[src/rtl/uart_pkg.sv]
// rtl/uart_pkg.sv - shared UART constants, rx state encoding and bit-timing helper
package uart_pkg;

  localparam int DEF_BASE_FREQ = 50_000_000;
  localparam int DEF_BAUDRATE  = 115_200;

  typedef enum logic [2:0] {
    RX_IDLE   = 3'b000,
    RX_START  = 3'b001,
    RX_DATA   = 3'b010,
    RX_PARITY = 3'b011,
    RX_STOP   = 3'b100
  } rx_state_e;

  function automatic int counts_per_bit(input int base_freq, input int baudrate);
    return base_freq / baudrate;
  endfunction

endpackage

[src/rtl/uart_sync2.sv]
// rtl/uart_sync2.sv - two-flop synchroniser for an asynchronous pin, resets to 1 (idle high)
module uart_sync2 (
  input  logic clk,
  input  logic rst,
  input  logic async_i,
  output logic sync_o
);

  logic [1:0] sync_q;

  always_ff @(posedge clk or negedge rst) begin
    if (!rst) begin
      sync_q <= 2'b11;
    end else begin
      sync_q <= {sync_q[0], async_i};
    end
  end

  assign sync_o = sync_q[1];

endmodule

[src/rtl/uart_rx.sv]
// rtl/uart_rx.sv - 8E1 UART receiver with centre sampling and parity/framing flags.
// Optional UART_RX_MAJORITY_EN: 2-of-3 vote around each bit centre.
module uart_rx
  import uart_pkg::*;
#(
  parameter int BASE_FREQ = DEF_BASE_FREQ,
  parameter int BAUDRATE  = DEF_BAUDRATE
) (
  input  logic       clk,
  input  logic       rst,
  input  logic       serial_in,
  output logic [7:0] rx_data,
  output logic       rx_valid,
  output logic       parity_err,
  output logic       frame_err,
  output logic       rx_busy
);

  localparam int CPB  = counts_per_bit(BASE_FREQ, BAUDRATE);
  localparam int HALF = CPB / 2;
  localparam int CW   = $clog2(CPB) + 1;

  rx_state_e   state_q, state_d;
  logic [CW-1:0] cnt_q, cnt_d;
  logic [2:0]  idx_q, idx_d;
  logic [7:0]  shift_q, shift_d;
  logic        perr_q, perr_d;
  logic [7:0]  rx_data_q, rx_data_d;
  logic        rx_valid_q, rx_valid_d;
  logic        parity_err_q, parity_err_d;
  logic        frame_err_q, frame_err_d;

  logic          line_s;
  logic          sample_bit;
  logic          at_adv;
  logic [CW-1:0] adv_cnt;

  uart_sync2 u_sync (
    .clk     (clk),
    .rst     (rst),
    .async_i (serial_in),
    .sync_o  (line_s)
  );

`ifdef UART_RX_MAJORITY_EN
  // Advance one count after the centre; data bits use centre CPB-2 so each bit stays CPB long.
  localparam logic [CW-1:0] START_ADV = CW'(HALF + 1);
  localparam logic [CW-1:0] BIT_ADV   = CW'(CPB - 1);

  logic [1:0] smp_q;
  logic       in_window;

  assign in_window = (state_q != RX_IDLE) &&
                     ((cnt_q == adv_cnt - CW'(2)) || (cnt_q == adv_cnt - CW'(1)));

  always_ff @(posedge clk or negedge rst) begin
    if (!rst) begin
      smp_q <= 2'b11;
    end else if (in_window) begin
      smp_q <= {smp_q[0], line_s};
    end
  end

  assign sample_bit = (smp_q[1] & smp_q[0]) | (smp_q[1] & line_s) | (smp_q[0] & line_s);
`else
  localparam logic [CW-1:0] START_ADV = CW'(HALF);
  localparam logic [CW-1:0] BIT_ADV   = CW'(CPB - 1);

  assign sample_bit = line_s;
`endif

  assign adv_cnt = (state_q == RX_START) ? START_ADV : BIT_ADV;
  assign at_adv  = (cnt_q == adv_cnt);

  always_comb begin
    state_d      = state_q;
    cnt_d        = cnt_q + CW'(1);
    idx_d        = idx_q;
    shift_d      = shift_q;
    perr_d       = perr_q;
    rx_data_d    = rx_data_q;
    rx_valid_d   = 1'b0;
    parity_err_d = parity_err_q;
    frame_err_d  = frame_err_q;

    unique case (state_q)
      RX_IDLE: begin
        cnt_d = '0;
        idx_d = '0;
        if (!line_s) state_d = RX_START;
      end
      RX_START: begin
        if (at_adv) begin
          cnt_d   = '0;
          state_d = sample_bit ? RX_IDLE : RX_DATA;
        end
      end
      RX_DATA: begin
        if (at_adv) begin
          cnt_d          = '0;
          shift_d[idx_q] = sample_bit;
          if (idx_q == 3'd7) begin
            state_d = RX_PARITY;
          end else begin
            idx_d = idx_q + 3'd1;
          end
        end
      end
      RX_PARITY: begin
        if (at_adv) begin
          cnt_d   = '0;
          perr_d  = sample_bit ^ (^shift_q);
          state_d = RX_STOP;
        end
      end
      RX_STOP: begin
        // Leaving mid stop bit lets IDLE catch a back-to-back start edge.
        if (at_adv) begin
          cnt_d        = '0;
          rx_data_d    = shift_q;
          parity_err_d = perr_q;
          frame_err_d  = ~sample_bit;
          rx_valid_d   = 1'b1;
          state_d      = RX_IDLE;
        end
      end
      default: begin
        cnt_d   = '0;
        state_d = RX_IDLE;
      end
    endcase
  end

  always_ff @(posedge clk or negedge rst) begin
    if (!rst) begin
      state_q      <= RX_IDLE;
      cnt_q        <= '0;
      idx_q        <= '0;
      shift_q      <= '0;
      perr_q       <= 1'b0;
      rx_data_q    <= '0;
      rx_valid_q   <= 1'b0;
      parity_err_q <= 1'b0;
      frame_err_q  <= 1'b0;
    end else begin
      state_q      <= state_d;
      cnt_q        <= cnt_d;
      idx_q        <= idx_d;
      shift_q      <= shift_d;
      perr_q       <= perr_d;
      rx_data_q    <= rx_data_d;
      rx_valid_q   <= rx_valid_d;
      parity_err_q <= parity_err_d;
      frame_err_q  <= frame_err_d;
    end
  end

  assign rx_data    = rx_data_q;
  assign rx_valid   = rx_valid_q;
  assign parity_err = parity_err_q;
  assign frame_err  = frame_err_q;
  assign rx_busy    = (state_q != RX_IDLE);

endmodule

[config.mk]
export PLATFORM = sky130hd
export DESIGN_NAME = uart_rx
export DESIGN_NICKNAME = d
export VERILOG_FILES = /design/src/rtl/uart_pkg.sv /design/src/rtl/uart_sync2.sv /design/src/rtl/uart_rx.sv
export SDC_FILE = /design/constraint.sdc
export NUM_CORES = 1
export LEC_CHECK = 0
export CAP_MARGIN = 0
export CORE_ASPECT_RATIO = 1.25
export CORE_UTILIZATION = 55
export CTS_CLUSTER_SIZE = 28
export DETAILED_ROUTE_END_ITERATION = 10
export PLACE_DENSITY = 0.76
export SYNTH_ARGS = -nofsm -noshare
export SYNTH_HDL_FRONTEND = slang
export SYNTH_SLANG_ARGS = --single-unit
export TNS_END_PERCENT = 5
[constraint.sdc]
create_clock -name clk -period 4 [get_ports clk]
set_input_delay 0.4 -clock clk [delete_from_list [all_inputs] [get_ports clk]]
set_output_delay 0.4 -clock clk [all_outputs]
set_load 0.02 [all_outputs]
==> results of run 1 <==
[cells by family after synthesis]
logic type      after synthesis
mux                          21
buf+inv                      10
fa+ha+maj                     4
compound gates               11
flops                        38
xor+xnor                     15
simple gates                 61
[Yosys cell counts, drive strengths merged]
library cell / count / area [um2]
xor2: 2 / 17.52
a21oi: 1 / 5.000
and2b: 2 / 15.01
buf: 5 / 33.78
o211ai: 1 / 7.510
a311oi: 1 / 8.760
dfrtp: 36 / 900.9
nor3b: 2 / 15.01
a31oi: 1 / 6.260
xnor3: 1 / 22.52
o32ai: 1 / 8.760
nand4b: 1 / 23.77
nor2b: 2 / 12.51
nand4: 1 / 6.260
or3: 2 / 12.51
nor2: 17 / 63.81
or4: 1 / 7.510
nor3: 4 / 25.02
nor4: 4 / 46.29
or4b: 1 / 13.76
nand2b: 1 / 6.260
clkbuf: 2 / 7.510
mux2: 21 / 240.2
o41ai: 1 / 8.760
nand4bb: 2 / 22.52
nand2: 11 / 41.29
or3b: 1 / 8.760
ha: 4 / 50.05
a211oi: 1 / 7.510
dfstp: 2 / 52.55
nand3: 8 / 40.04
a22o: 2 / 17.52
xnor2: 12 / 105.1
and2: 1 / 6.260
o21ai: 1 / 5.000
inv: 3 / 11.26
o31a: 1 / 8.760
[power breakdown]
group	leakage [uW]	switching, uW	internal, uW
combinational	0.000377	8.00	2.01
clock	0.0000373	128	119
sequential	0.000509	1.33	386
[critical path: stages (launching register included)]
cell and delay, ns:
dfrtp_1 0.43, nand4bb_1 0.49, nor3_2 0.32, and2_1 0.49
mux2_2 0.40
[worst max-delay path by stage]
stage | start | endpoint | slack (ns) | cells after the start
floorplan | cnt_q[1] | parity_err | 2.18 | 7
global placement | cnt_q[6] | rx_data[4] | 1.86 | 4
detailed placement | cnt_q[6] | rx_data[6] | 1.73 | 4
CTS | cnt_q[6] | rx_data[6] | 1.71 | 4
global route | cnt_q[6] | rx_data[6] | 1.66 | 4
finish | cnt_q[6] | rx_data[6] | 1.76 | 4
[per-stage QoR]
| stage | setup WS [ns] | total power [uW] | hold WS, ns | util |
|---|---|---|---|---|
| finish | 1.762 | 644.6 | 0.1988 | 0.6495 |
| global route | 1.656 | 673.2 | 0.2721 | 0.6495 |
| CTS | 1.712 | 652.8 | 0.2361 | 0.6495 |
| detailed placement | 1.732 | 405.6 | 0.3544 | 0.6249 |
| global placement | 1.862 | 404.9 | 0.3494 | 0.6249 |
| floorplan | 2.178 | 395.7 | 0.1044 | - |
[per-layer routing]
metal  GRT usage  share of wire  vias up
met2      0.2881           0.48       20
met4     0.06731          0.014        0
met3     0.06306          0.034        5
li1            -              -      597
met5           0              0        -
met1      0.2550           0.47      585
[sequential cells by signal (all words and copies together) (netlist names)]
name and flops:
cnt_q 10, shift_q 8, parity_err 1, perr_q 1
u_sync.sync_q 2, state_q 3, frame_err 1, rx_data 8
rx_valid 1, idx_q 3
[layout make-up]
| type | count | area [um2] | area share |
|---|---|---|---|
| Clock buffer | 6 | 72.57 | 0.03436 |
| Multi-Input combinational cell | 112 | 885.9 | 0.4194 |
| Timing Repair Buffer | 14 | 135.1 | 0.06398 |
| Clock inverter | 1 | 7.507 | 0.003554 |
| Inverter | 3 | 11.26 | 0.005332 |
| Tap cell | 37 | 46.29 | 0.02192 |
| Sequential cell | 38 | 953.4 | 0.4514 |
==> impl_results.md, run 1 <==
* Worst-path clk slew at 0.07 ns
* Max-slew violation count at 0
* Fmax at ~0.45 GHz
* Crit path DAT at 2.41 ns
* Fin cells at between 200 and 250
* Status: finished clean
* Worst setup EP type: flip-flop
* Final Hold Viols at 0
* Clock skew at 0.005648 ns
* Syn. warnings at 0
* Xor and xnor area share after synthesis at 0.07672
* Flop-to-flop setup slack at 1.76 ns
* Synth Register Bits at 38
* Compound-gate portion of the synthesized area at 0.04431
* Simple-gate share of the synthesized area at 0.1938
* Antenna Nets Post-Route at 0
* Leak at 0.0009239 uW
* Clock Tree Buf Depth at 2
* Dpl hpwl at roughly 2.1 mm
* Root buffer cell: clkbuf_8
* Largest net degree at the start of global routing at 39
* 1st-iter DRT viols at 24
* Share of layout cells above drive strength 1 at 0.1667
* Post-route DRC violation count at 0
* Multiplexer area fraction after synthesis at 0.1270
* Cells after Synth at 160
* WL/cell at 14.52 um
* IO buf count at 14
* Antenna violations before repair at 0
* Setup repair after global routing missed its margin: false
* Total CTS buffers at 5
* FF-to-FF End: rx_data[6]
* Area after DPL at 2032 um2
* 1st-pass router iterations at 3
* Mean Syn Cell Area at 11.82 um2
* Post_cts resized at 0
* Routed vias at 1207
* Most common cell after layout, fill and taps aside: dfrtp_1
* First-pass GRT wire length at between 5 and 6 mm
* TritonCTS clock tree: built
* Main combinational cell family by area after synthesis: simple AND/OR/NAND/NOR gates
* Crit path required time at 4.17 ns
* Maximum VDD drop at 0.0002557 V
* Most frequent cells in the layout: dfrtp_1, nor2_1, mux2_2
* CP max FO at 11
* Chip height at 67.57 um
* Final Cycle Share at 0.5594
* Initial core utilization at 0.5818
* Vias in the first global route at 1122
* Post-synthesis adder-cell area fraction at 0.02646
* FF-to-FF path depth at 4
* CTS H-Tree Depth at 2
* Clock Sinks at 38
* Hold Path Class: input pin to asynchronous set/reset pin
* Slew @ Worst Pin at 0.8120 ns
* Setup Fix Bufs, Post-CTS at 0
* Fill count at 249
* Post-synth cell types at 44
* Number of max-cap violations at 0
* Area added between synthesis and finish at 11.64%
* Antenna Cells at 0
* Via density at 5.720
* GRT Util Overall at 0.1918
* Die area at 3680 um2
* RR Startpoint: cnt_q[6]
* Worst Setup Start Kind: flip-flop
* Power Density at 305.2 nW/um2
* Final Instance Area at 2112 um2
* Slew margin rel. at 0.4587
* Setup-failing EPs final at 0
* DIE WIDTH at 54.46 um
* Post-route setup TNS at 0 ns
* Syn_nets at 167
* Period minus WS final at 2.238 ns
* RePlAce Congestion at 0.7930
* Post-synthesis sequential area ratio at 0.5040
* Crit Path Category: flip-flop to flip-flop
* GRT Residual Overflow at 0
* Core area at 3252 um2
* Post-Syn Area at 1892 um2
* IO Pins at 15
* Final nets at 181
* Routed wire length at 3.063 mm
* Row count at 23
* # placed instances at ~200
* Clock latency on the worst-skew pair at between 0.2 and 0.3 ns
* Hold-fix buffers at CTS at 0
No activity file was read; power rests on OpenSTA's default activity.
==> run 2: changes to the inputs <==
CORE_UTILIZATION = 51   (was 55)
PLACE_DENSITY = 0.74   (was 0.76)
clock period = 1.9 ns   (was 4 ns; I/O delays follow)
==> run 2 against run 1 <==
  * The flow now finishes with violations (hold timing)
  * Setup slack worse by 1.7 ns
  * Wire length up 8.1%
  * Global-route usage about the same
  * Die area up 7.6%
  * Final cell count up 7.1%
  * Maximum frequency up 23%
==> impl_results.md, run 2 (same netlist as run 1, synthesis figures left out) <==
* Row count at 24 (+4.3%)
* Worst setup margin at 0.08065 ns (-1.682 ns)
* Root buffer cell: clkbuf_8
* CP max FO at 10 (-1)
* Period minus WS final at 1.819 ns (-0.4184 ns)
* Most frequent cells in the layout: dfrtp_1, nor2_1, mux2_2
* Clock Tree Buf Depth at 2 (unchanged)
* Largest net degree at the start of global routing at 39 (unchanged)
* Routed wl met3 at 105 um (+1.9%)
* Final Hold Slack at -0.007142 ns (-0.2059 ns)
* Routed vias at 1271 (+5.3%)
* Antenna Nets Post-Route at 0 (unchanged)
* Setup-failing EPs final at 0 (unchanged)
* Setup WS pre-CTS at 0.02127 ns (-1.711 ns)
* Flop-to-flop setup slack at 0.08 ns (-1.68 ns)
* Hold-fix buffers at CTS at 0 (unchanged)
* FF-to-FF path depth at 5 (+1)
* Dpl hpwl at 2.452 mm (+15%)
* Highest metal used: met4
* Initial core utilization at 0.5385 (-0.04330)
* Hold Path Class: input pin to asynchronous set/reset pin
* Crit path DAT at 2.00 ns (-0.41 ns)
* Max reg flops at 10 (unchanged)
* Most common cell after layout, fill and taps aside: dfrtp_1
* Antenna violations before repair at 0 (unchanged)
* Fmax at 0.5496 GHz (+23%)
* Status: complete, but fails checks
* Vias in the first global route at 1257 (+12%)
* Die area at 3959 um2 (+7.6%)
* RR Startpoint: state_q[2]
* IO buf count at 14 (unchanged)
* RePlAce Congestion at 0.7960 (+0.38%)
* Via density at 5.624 (-1.7%)
* Chip height at 70.10 um (+3.7%)
* Clock skew at 0.005968 ns (+0.0003197 ns)
* Worst Setup Start Kind: flip-flop
* Slew @ Worst Pin at 0.8126 ns (+0.0006079 ns)
* Final Hold Viols at 26 (+26)
* Antenna Cells at 0 (unchanged)
* 1st-iter DRT viols at 20 (-17%)
* Tot Pwr at 1406 uW (+120%)
* WL/cell at 14.65 um (+0.95%)
* GRT Residual Overflow at 0 (unchanged)
* First-pass GRT wire length at 5.858 mm (+17%)
* DIE WIDTH at 56.48 um (+3.7%)
* Core area at 3513 um2 (+8.0%)
* Slew margin rel. at 0.4583 (about the same)
* Max-slew violation count at 0 (unchanged)
* Crit path required time at 2.08 ns (-2.09 ns)
* Power Density at 629.0 nW/um2 (+110%)
* CP peak stage delay at 0.46 ns (-0.03 ns)
* Cell Chain, Critical Path: or3b_1 -> nor4_2 -> buf_4 -> nand4_1 -> mux2_2
* Worst setup EP type: flip-flop
* TritonCTS clock tree: built
* Clock Sinks at 38 (unchanged)
* Number of max-cap violations at 0 (unchanged)
* Setup repair after global routing missed its margin: true
* Failing checks: hold timing
* Leak at 0.0009970 uW (+7.9%)
* Worst-path clk slew at 0.08 ns (about the same)
* Metal2 WL at 1.739 mm (+19%)
* 1st-pass router iterations at 5 (+2)
* Routed wire length at 3.312 mm (+8.1%)
* Share of layout cells above drive strength 1 at 0.2460 (+0.07932)
* FF-to-FF End: shift_q[7]
* Clock latency on the worst-skew pair at 0.29 ns (about the same)
* Total CTS buffers at 5 (unchanged)
* Post-route DRC violation count at 0 (unchanged)
* Max stage delay cell, worst path: dfrtp_2
* CTS H-Tree Depth at 2 (unchanged)
* Crit Path Category: flip-flop to flip-flop
* Final nets at 193 (+6.6%)
* Area added between synthesis and finish at 18.12%
* M1 WL at 1.415 mm (-2.6%)
* IO Pins at 15 (unchanged)
* Maximum VDD drop at 0.0005852 V (+130%)
* Largest register by flop count: cnt_q
* Final Cycle Share at 0.9576 (+0.3981)
* GRT Util Overall at 0.1921 (+0.0002692)
run 2: cell count changes in the layout (fill, tap and decap cells not counted):
cell	change
clkbuf_1	-1
clkinv_2	+1
buf_4	+11
o31a_1	-1
o31a_2	+1
clkbuf_8	+1
dfrtp_1	-2
dfrtp_2	+2
buf_12	+1
clkdlybuf4s50_1	-1
dlygate4sd2_1	+1
run 2: metal layers:
layer  up-vias  global-route usage
met2        21              0.3307
met5         -                   0
li1        616                   -
met1       627              0.2305
met4         0             0.06504
met3         7             0.05000
run 2: worst max-delay path by stage:
| stage | slack [ns] | startpoint | end |
|---|---|---|---|
| floorplan | 0.08 | cnt_q[1] | parity_err |
| global placement | 0.12 | state_q[2] | shift_q[0] |
| detailed placement | 0.02 | cnt_q[1] | rx_data[4] |
| CTS | 0.007 | cnt_q[1] | rx_data[4] |
| global route | -0.03 | cnt_q[1] | rx_data[4] |
| finish | 0.08 | state_q[2] | shift_q[7] |
run 2: final cells by class:
cell class / count / area, um2
Clock buffer: 6 / 82.58
Clock inverter: 2 / 12.51
Fill cell: 295 / 1279
Inverter: 3 / 11.26
Multi-Input combinational cell: 112 / 887.1
Sequential cell: 38 / 955.9
Tap cell: 39 / 48.80
Timing Repair Buffer: 26 / 236.5
run 2: stage by stage:
step	cells	setup TNS (ns)	cell area [um2]	hold WS, ns	util
floorplan	160	0	1892	-0.1056	-
global placement	218	0	2137	0.3160	0.6083
detailed placement	218	0	2137	0.3349	0.6083
CTS	226	0	2231	0.02330	0.6350
global route	226	-0.2200	2235	0.06731	0.6360
finish	226	0	2235	-0.007142	0.6360
run 2: worst max-delay path: cells and delay by family, from the launching register on:
family        cells  cell delay (ns)
mux               1             0.28
buf+inv           1             0.17
simple gates      3             0.80
flops             1             0.46
run 2: power breakdown:
part           switching (uW)  internal, uW
logic                    17.6          4.22
registers                2.79           812
clock network             277           291
run 2: timing repair:
action | 4_1_cts | 5_1_grt
buffers inserted | 0 | 0
setup endpoints to repair | 1 | 22
pin swaps | 0 | 2
resized for setup | 1 | 3
==> run 3: changes to the inputs <==
CAP_MARGIN = 25   (was 0)
==> results of run 3 <==
No change in the layout: final DEF, timing and power equal those of run 2.
